`src/rtl/uart_imem_loader.sv`:
```
// rtl/uart_imem_loader.sv - UART serial boot loader that fills instruction memory and releases the CPU
module uart_imem_loader #(
  parameter int CLKS_PER_BIT = 868,
  parameter int ADDR_WIDTH   = 10
) (
  input  logic                  clk,
  input  logic                  rst,
  input  logic                  uartRx,
  output logic                  imemWe,
  output logic [ADDR_WIDTH-1:0] imemAddr,
  output logic [31:0]           imemWData,
  output logic                  cpuRstN,
  output logic                  loadDone,
  output logic                  loadError
);

  localparam int CNT_W = $clog2(CLKS_PER_BIT);
  localparam int IDX_W = ADDR_WIDTH + 1;
  localparam logic [CNT_W-1:0] HALF_M1 = CNT_W'(CLKS_PER_BIT / 2 - 1);
  localparam logic [CNT_W-1:0] FULL_M1 = CNT_W'(CLKS_PER_BIT - 1);
  localparam logic [16:0]      MAX_LEN = 17'(2 ** ADDR_WIDTH);

  typedef enum logic [1:0] {RX_IDLE, RX_START, RX_DATA, RX_STOP} rx_state_t;
  typedef enum logic [2:0] {LD_LEN_LO, LD_LEN_HI, LD_DATA, LD_DONE, LD_ERROR} ld_state_t;

  // ---------------- receiver ----------------
  logic [1:0]       rx_sync;
  logic             rx_s;
  rx_state_t        rx_state, rx_next;
  logic [CNT_W-1:0] rx_cnt;
  logic [2:0]       rx_bit;
  logic [7:0]       rx_byte;
  logic             half_hit, full_hit;
  logic             cnt_clr, shift_en, stop_ok, stop_bad;
  logic             byte_valid, frame_err;

  assign rx_s     = rx_sync[1];
  assign half_hit = (rx_cnt == HALF_M1);
  assign full_hit = (rx_cnt == FULL_M1);

  // Two-flop synchronizer; resets to the idle line level so no false start is seen
  always_ff @(posedge clk or negedge rst) begin
    if (!rst) rx_sync <= 2'b11;
    else      rx_sync <= {rx_sync[0], uartRx};
  end

  // Receiver state register
  always_ff @(posedge clk or negedge rst) begin
    if (!rst) rx_state <= RX_IDLE;
    else      rx_state <= rx_next;
  end

  // Receiver next state: mid-start re-check rejects glitches, stop returns straight to idle
  always_comb begin
    rx_next = rx_state;
    unique case (rx_state)
      RX_IDLE:  if (!rx_s) rx_next = RX_START;
      RX_START: if (half_hit) rx_next = rx_s ? RX_IDLE : RX_DATA;
      RX_DATA:  if (full_hit && rx_bit == 3'd7) rx_next = RX_STOP;
      RX_STOP:  if (full_hit) rx_next = RX_IDLE;
      default:  rx_next = RX_IDLE;
    endcase
  end

  // Receiver strobes derived from state and bit-timer position
  always_comb begin
    cnt_clr  = (rx_state == RX_IDLE) || (rx_state == RX_START && half_hit) ||
               ((rx_state == RX_DATA || rx_state == RX_STOP) && full_hit);
    shift_en = (rx_state == RX_DATA) && full_hit;
    stop_ok  = (rx_state == RX_STOP) && full_hit && rx_s;
    stop_bad = (rx_state == RX_STOP) && full_hit && !rx_s;
  end

  // Bit timer, LSB-first shift register and one-cycle byte/error pulses
  always_ff @(posedge clk or negedge rst) begin
    if (!rst) begin
      rx_cnt     <= '0;
      rx_bit     <= '0;
      rx_byte    <= '0;
      byte_valid <= 1'b0;
      frame_err  <= 1'b0;
    end else begin
      rx_cnt     <= cnt_clr ? '0 : rx_cnt + 1'b1;
      byte_valid <= stop_ok;
      frame_err  <= stop_bad;
      if (shift_en) begin
        rx_byte <= {rx_s, rx_byte[7:1]};
        rx_bit  <= rx_bit + 1'b1;
      end else if (rx_state == RX_IDLE) begin
        rx_bit <= '0;
      end
    end
  end

  // ---------------- loader ----------------
  ld_state_t        ld_state, ld_next;
  logic [7:0]       len_lo;
  logic [15:0]      len;
  logic [15:0]      len_full;
  logic [IDX_W-1:0] word_idx, idx_inc;
  logic [1:0]       byte_cnt;
  logic [23:0]      word_buf;
  logic             last_word, word_write;

  assign len_full  = {rx_byte, len_lo};
  assign idx_inc   = word_idx + 1'b1;
  assign last_word = (17'(idx_inc) == {1'b0, len});

  // Loader state register
  always_ff @(posedge clk or negedge rst) begin
    if (!rst) ld_state <= LD_LEN_LO;
    else      ld_state <= ld_next;
  end

  // Loader next state: a framing error is fatal everywhere except after completion
  always_comb begin
    ld_next = ld_state;
    unique case (ld_state)
      LD_LEN_LO: begin
        if (frame_err)       ld_next = LD_ERROR;
        else if (byte_valid) ld_next = LD_LEN_HI;
      end
      LD_LEN_HI: begin
        if (frame_err) ld_next = LD_ERROR;
        else if (byte_valid) begin
          if (len_full == 16'd0)               ld_next = LD_DONE;
          else if ({1'b0, len_full} > MAX_LEN) ld_next = LD_ERROR;
          else                                 ld_next = LD_DATA;
        end
      end
      LD_DATA: begin
        if (frame_err) ld_next = LD_ERROR;
        else if (byte_valid && byte_cnt == 2'd3 && last_word) ld_next = LD_DONE;
      end
      LD_DONE:  ld_next = LD_DONE;
      LD_ERROR: ld_next = LD_ERROR;
      default:  ld_next = LD_ERROR;
    endcase
  end

  // Loader status outputs and the write decision
  always_comb begin
    loadDone   = (ld_state == LD_DONE);
    loadError  = (ld_state == LD_ERROR);
    word_write = (ld_state == LD_DATA) && byte_valid && (byte_cnt == 2'd3);
  end

  // Length capture, little-endian word assembly and registered memory write port
  always_ff @(posedge clk or negedge rst) begin
    if (!rst) begin
      len_lo    <= '0;
      len       <= '0;
      word_idx  <= '0;
      byte_cnt  <= '0;
      word_buf  <= '0;
      imemWe    <= 1'b0;
      imemAddr  <= '0;
      imemWData <= '0;
      cpuRstN   <= 1'b0;
    end else begin
      imemWe  <= word_write;
      cpuRstN <= (ld_state == LD_DONE);
      if (ld_state == LD_LEN_LO && byte_valid) len_lo <= rx_byte;
      if (ld_state == LD_LEN_HI && byte_valid) len <= len_full;
      if (ld_state == LD_DATA && byte_valid) begin
        byte_cnt <= byte_cnt + 1'b1;
        unique case (byte_cnt)
          2'd0: word_buf[7:0]   <= rx_byte;
          2'd1: word_buf[15:8]  <= rx_byte;
          2'd2: word_buf[23:16] <= rx_byte;
          default: begin
            imemWData <= {rx_byte, word_buf};
            imemAddr  <= word_idx[ADDR_WIDTH-1:0];
            word_idx  <= idx_inc;
          end
        endcase
      end
    end
  end

endmodule

```
`config.mk`:
```
export PLATFORM = sky130hd
export DESIGN_NAME = uart_imem_loader
export DESIGN_NICKNAME = d
export VERILOG_FILES = /design/src/rtl/uart_imem_loader.sv
export SDC_FILE = /design/constraint.sdc
export NUM_CORES = 1
export LEC_CHECK = 0
export ABC_AREA = 1
export CAP_MARGIN = 20
export CORE_MARGIN = 5
export CORE_UTILIZATION = 65
export CTS_BUF_LIST = sky130_fd_sc_hd__clkbuf_2 sky130_fd_sc_hd__clkbuf_4 sky130_fd_sc_hd__clkbuf_8
export DETAILED_ROUTE_END_ITERATION = 8
export HOLD_SLACK_MARGIN = 0.06
export PLACE_DENSITY = 0.95
export SLEW_MARGIN = 40
export SYNTH_ARGS = -nofsm -noshare
export SYNTH_HDL_FRONTEND = slang
export SYNTH_SLANG_ARGS = --single-unit
```
`constraint.sdc`:
```
create_clock -name clk -period 3.6 [get_ports clk]
set_input_delay 0.72 -clock clk [delete_from_list [all_inputs] [get_ports clk]]
set_output_delay 0.72 -clock clk [all_outputs]
set_load 0.02 [all_outputs]
```
# Word level (Yosys, flattened, before mapping)
# Index checks and enable logic that the tools add are counted.
[totals]
ff_bits = 135
elab_cells = 93
output_inout_bits = 46
[classes]
bitwise = 1
n_addsub = 4
eq_ne = 21
muxes = 18
n_reduce_logical = 29
magnitude_cmp = 1
[op_table]
columns = ["op", "n"]
rows = [
  ["2-to-1 mux 3 bit", 10],
  ["equality test 11 x 16 -> 1 bit", 1],
  ["greater-than comparator 16 x 11 -> 1 bit (second input constant)", 1],
  ["logical NOT 16 bit", 1],
  ["logical AND 1 bit", 13],
  ["case mux 3 bit (4 select lines)", 1],
  ["adder 11 x 1 -> 11 bit (second input constant)", 1],
  ["adder 10 x 1 -> 10 bit (second input constant)", 1],
  ["equality test 10 bit (second input constant)", 1],
  ["equality test 10 x 9 -> 1 bit (second input constant)", 1],
  ["2-to-1 mux 10 bit", 1],
  ["2-to-1 mux 2 bit", 5],
  ["inequality test 3 bit (second input constant)", 3],
  ["equality test 2 bit (second input constant)", 4],
  ["inequality test 2 bit (second input constant)", 4],
  ["case mux 2 bit (4 select lines)", 1],
  ["AND reduction 2 bit", 4],
  ["equality test 3 x 2 -> 1 bit (second input constant)", 2],
  ["equality test 3 bit (second input constant)", 2],
  ["equality test 2 x 1 -> 1 bit (second input constant)", 2],
  ["logical NOT 2 bit", 2],
  ["AND reduction 4 bit", 1],
  ["adder 3 x 1 -> 3 bit (second input constant)", 1],
  ["equality test 3 x 1 -> 1 bit (second input constant)", 1],
  ["8 further kinds", 10],
]

# Depth between registers and ports, before layout
[logic_depth]
depth_word = 6
ltp_mapped = 13
mapped_depth_nobuf = 13

# Worst setup path before layout
# No wires, ideal clock.
[synth_timing]
path_kind = "register to output"
startpoint = "register ld_state[0]"
endpoint = "output port loadError"
t_required_ns = 2.880
stages_incl_launch_ff = 2
n_path_buf = 0
arrival_time_ns = 0.917
slack_ns = 1.963
path_cell_list = "dfrtp_1 nor3_1"
[synth_between]
elab_chain_cells = 1
[synth_lines]
columns = ["item", "line", "text"]
rows = [
  ["from (decl)", "96", "ld_state_t ld_state, ld_next;"],
  ["from (signal assigned)", "112", "else ld_state <= ld_next;"],
  ["equality test 3 bit", "144", "loadError = (ld_state == LD_ERROR);"],
  ["to (decl)", "14", "output logic loadError"],
]
# No other way between the ends.

# Final worst setup path
[layout_timing]
startpoint = "register ld_state[2]"
endpoint = "output port loadDone"
[layout_between]
elab_chain_cells = 1
[layout_lines]
columns = ["item", "line", "text"]
rows = [
  ["equality test 3 x 2 -> 1 bit", "143", "loadDone = (ld_state == LD_DONE);"],
  ["to (decl)", "13", "output logic loadDone,"],
]
# No other way between the ends.

==> run_results.csv <==
group,metric,value,unit
global_routing,grt_pass1_vias,4871,
power_and_ir_drop,ir_drop,307,uV
global_routing,antenna_found_initial,0,
finish,post-route-util,0.779,
synth,ys_top_cells_by_count,"nand2_1 (238), dfrtp_1 (133), o21ai_0 (81)",
synth,synth-edff-count,0,
floorplanning,core_area,8760,um2
synth,ys.flop_type,"dfrtp_1",
synth,synth_cell_types,38,
global_routing,grt_overflow_total,0,
synth,synthCells,675,
setup_path,crit_path_start,"ld_state[2]",
sta,setup_viol,0,
finish,areaGrowthSynthToFinish,16.3,%
clocking,post-cts-setup-buffers,0,
routing,first_iter_violations,452,
synth,synth.avg_cell_area,8.70,um2
global_routing,grt_usage,0.251,
setup_path,crit_path_end_kind,"output port",
setup_path,rr_startpoint,"ld_state[2]",
floorplanning,start_util,0.670,
synth,synthTopCellsByArea,"dfrtp_1 (57%), nand2_1 (15%), o21ai_0 (6.9%)",
sta,finalCritPeriodShare,0.733,
sta,maxSlewViolCount,0,
synth,synthesis.nets,687,
floorplanning,core.rowCount,34,
clocking,hold_buffers,0,
sta,finalHoldViolCount,0,
clocking,cts-root-buf,"clkbuf_8",
synth,async_flop_share,1.00,
worst_hold_path,hold_class,"in2async",
global_routing,grt_pass1_wl,22400,um
job,max_cap_violations,0,
synth,synth-seq-cells,135,
setup_path,worstPathArrival,1.92,ns
routing,num_vias,4895,
placed_design,gp_congestion,0.860,
finish,fin_cells,846,
placed_design,place_ws,1.23,ns
synth,yosysWarnings,0,
floorplanning,die_y,105,um
clocking,cts_resized,0,
routing,routed_via_density,5.79,
setup_path,worstPathRequired,2.88,ns
clocking,numCtsBuffers,17,
synth,synth_seq_area_share,0.576,
sta,slew_headroom,0.502,
clocking,clkLatencyLatePin,0.45,ns
routing,route.detailed.drc,0,
setup_path,cp-start-kind,"flop",
sta,clock_skew,0.00872,ns
synth,synth_top_area_frac,0.567,
finish,fin_area,6830,um2
routing,firstDrtPassIters,7,
floorplanning,die_x,105,um
setup_path,critPathMaxFanout,6,
placed_design,io_buffers,48,
setup_path,worstSetupPathType,"reg2out",
run_status,status,"completed",
power_and_ir_drop,leakage,3.22,nW
sta,finalSetupTns,0,ns
routing,drt-total-wl,13300,um
sta,whs,0.279,ns
synth,yosysMostFrequentCell,"nand2_1",
sta,tightest_slew,0.745,ns
clocking,tritoncts,"done",
routing,wl_per_cell,15.7,um
placed_design,place_area,6410,um2
global_routing,grt_max_degree,56,
clocking,clockBufferDepth,2,
power_and_ir_drop,powerDensity,420,nW/um2
sta,fin_crit,2.64,ns
clocking,cts.sinks,135,
floorplanning,ios,49,
clocking,htreeDepth,4,
routing,ant_nets,0,
placed_design,hpwl,8550,um
finish,diodes,0,
finish,drive_gt1_frac,0.0881,
sta,rsz0062_at_grt,"false",
sta,fin_ws,0.961,ns
power_and_ir_drop,total_power,2.86,mW
sta,max_freq,0.379,GHz
synth,netlist_area,5870,um2
finish,fillCellCount,488,
floorplanning,dieArea,11000,um2
synth,yosysTopAreaCell,"dfrtp_1",
placed_design,dp.cells,814,
finish,nets,737,
clocking,path_clk_slew,0.08,ns
-- layout make-up --
type	instances	area, um2	area share
tap	108	135	0.0198
sequential	135	3380	0.495
timing repair buffer	51	513	0.0752
clock buffer	17	234	0.0343
multi-input combinational	453	2130	0.312
clock inverter	15	183	0.0268
inverter	67	253	0.0370
-- final timing paths --
check | cells past startpoint | endpoint | slack [ns]
max in group asynchronous | 2 | word_buf[21] | 2.46
worst max-delay path | 4 | loadDone | 0.96
min in group clk | 0 | rx_sync[1] | 0.36
worst max register to register | 9 | word_idx[6] | 1.07
worst min-delay path | 1 | imemAddr[5] | 0.28
worst min register to register | 0 | rx_sync[1] | 0.36
-- state kept, by name, summed over array words and instances, names as in the netlist, named ones only --
register / flops
len: 16
byte_cnt: 2
rx_cnt: 10
cpuRstN: 1
word_idx: 11
rx_state: 1
imemWData: 32
imemAddr: 10
imemWe: 1
ld_state: 3
word_buf: 24
byte_valid: 1
rx_sync: 2
rx_byte: 8
len_lo: 8
rx_bit: 3
frame_err: 1
-- worst max-delay path, stage by stage, from the launching register on --
cell	delay (ns)
dfrtp_1	0.44
nor2_2	0.16
inv_2	0.06
nor2_1	0.17
clkdlybuf4s50_1	0.64
-- cell families after synthesis --
| logic type | synth area share |
|---|---|
| buffers and inverters | 0.0622 |
| adders and majority gates | 0.0192 |
| AOI/OAI and AO/OA | 0.0972 |
| xor gates and xnor gates | 0.00597 |
| and+or+nand+nor | 0.240 |
| DFF | 0.576 |
-- routing by layer --
metal	share of wire	GRT usage	wire (um)
met1	0.38	0.294	5040
met3	0.075	0.0697	998
met5	0	0	0
met2	0.51	0.430	6790
met4	0.033	0.111	443
-- report_power, final --
part	leakage, nW	internal, mW	total (mW)	switching [mW]
Clock	0.204	0.648	1.31	0.664
Sequential	1.87	1.52	1.52	0.000796
Combinational	1.15	0.00481	0.0337	0.0289
Total	3.22	2.17	2.86	0.694
-- cell usage in the layout, fill, tap and decap left out, types with 2 or more instances in the layout --
cell type and instances:
a21oi_1 8, buf_4 3, bufinv_16 2, clkbuf_8 17, clkdlybuf4s50_1 47, clkinvlp_4 3
dfrtp_1 133, dfstp_2 2, ha_1 9, inv_1 62, inv_2 3, inv_6 5
inv_8 5, nand2_1 237, nand2_2 7, nand3_1 29, nand3_2 2, nand4_1 6
nor2_1 30, nor2_2 5, nor3_1 7, nor4_1 3, o21ai_0 81, o21ai_1 14
xor2_1 3
No activity file was read; power rests on OpenSTA's default activity.
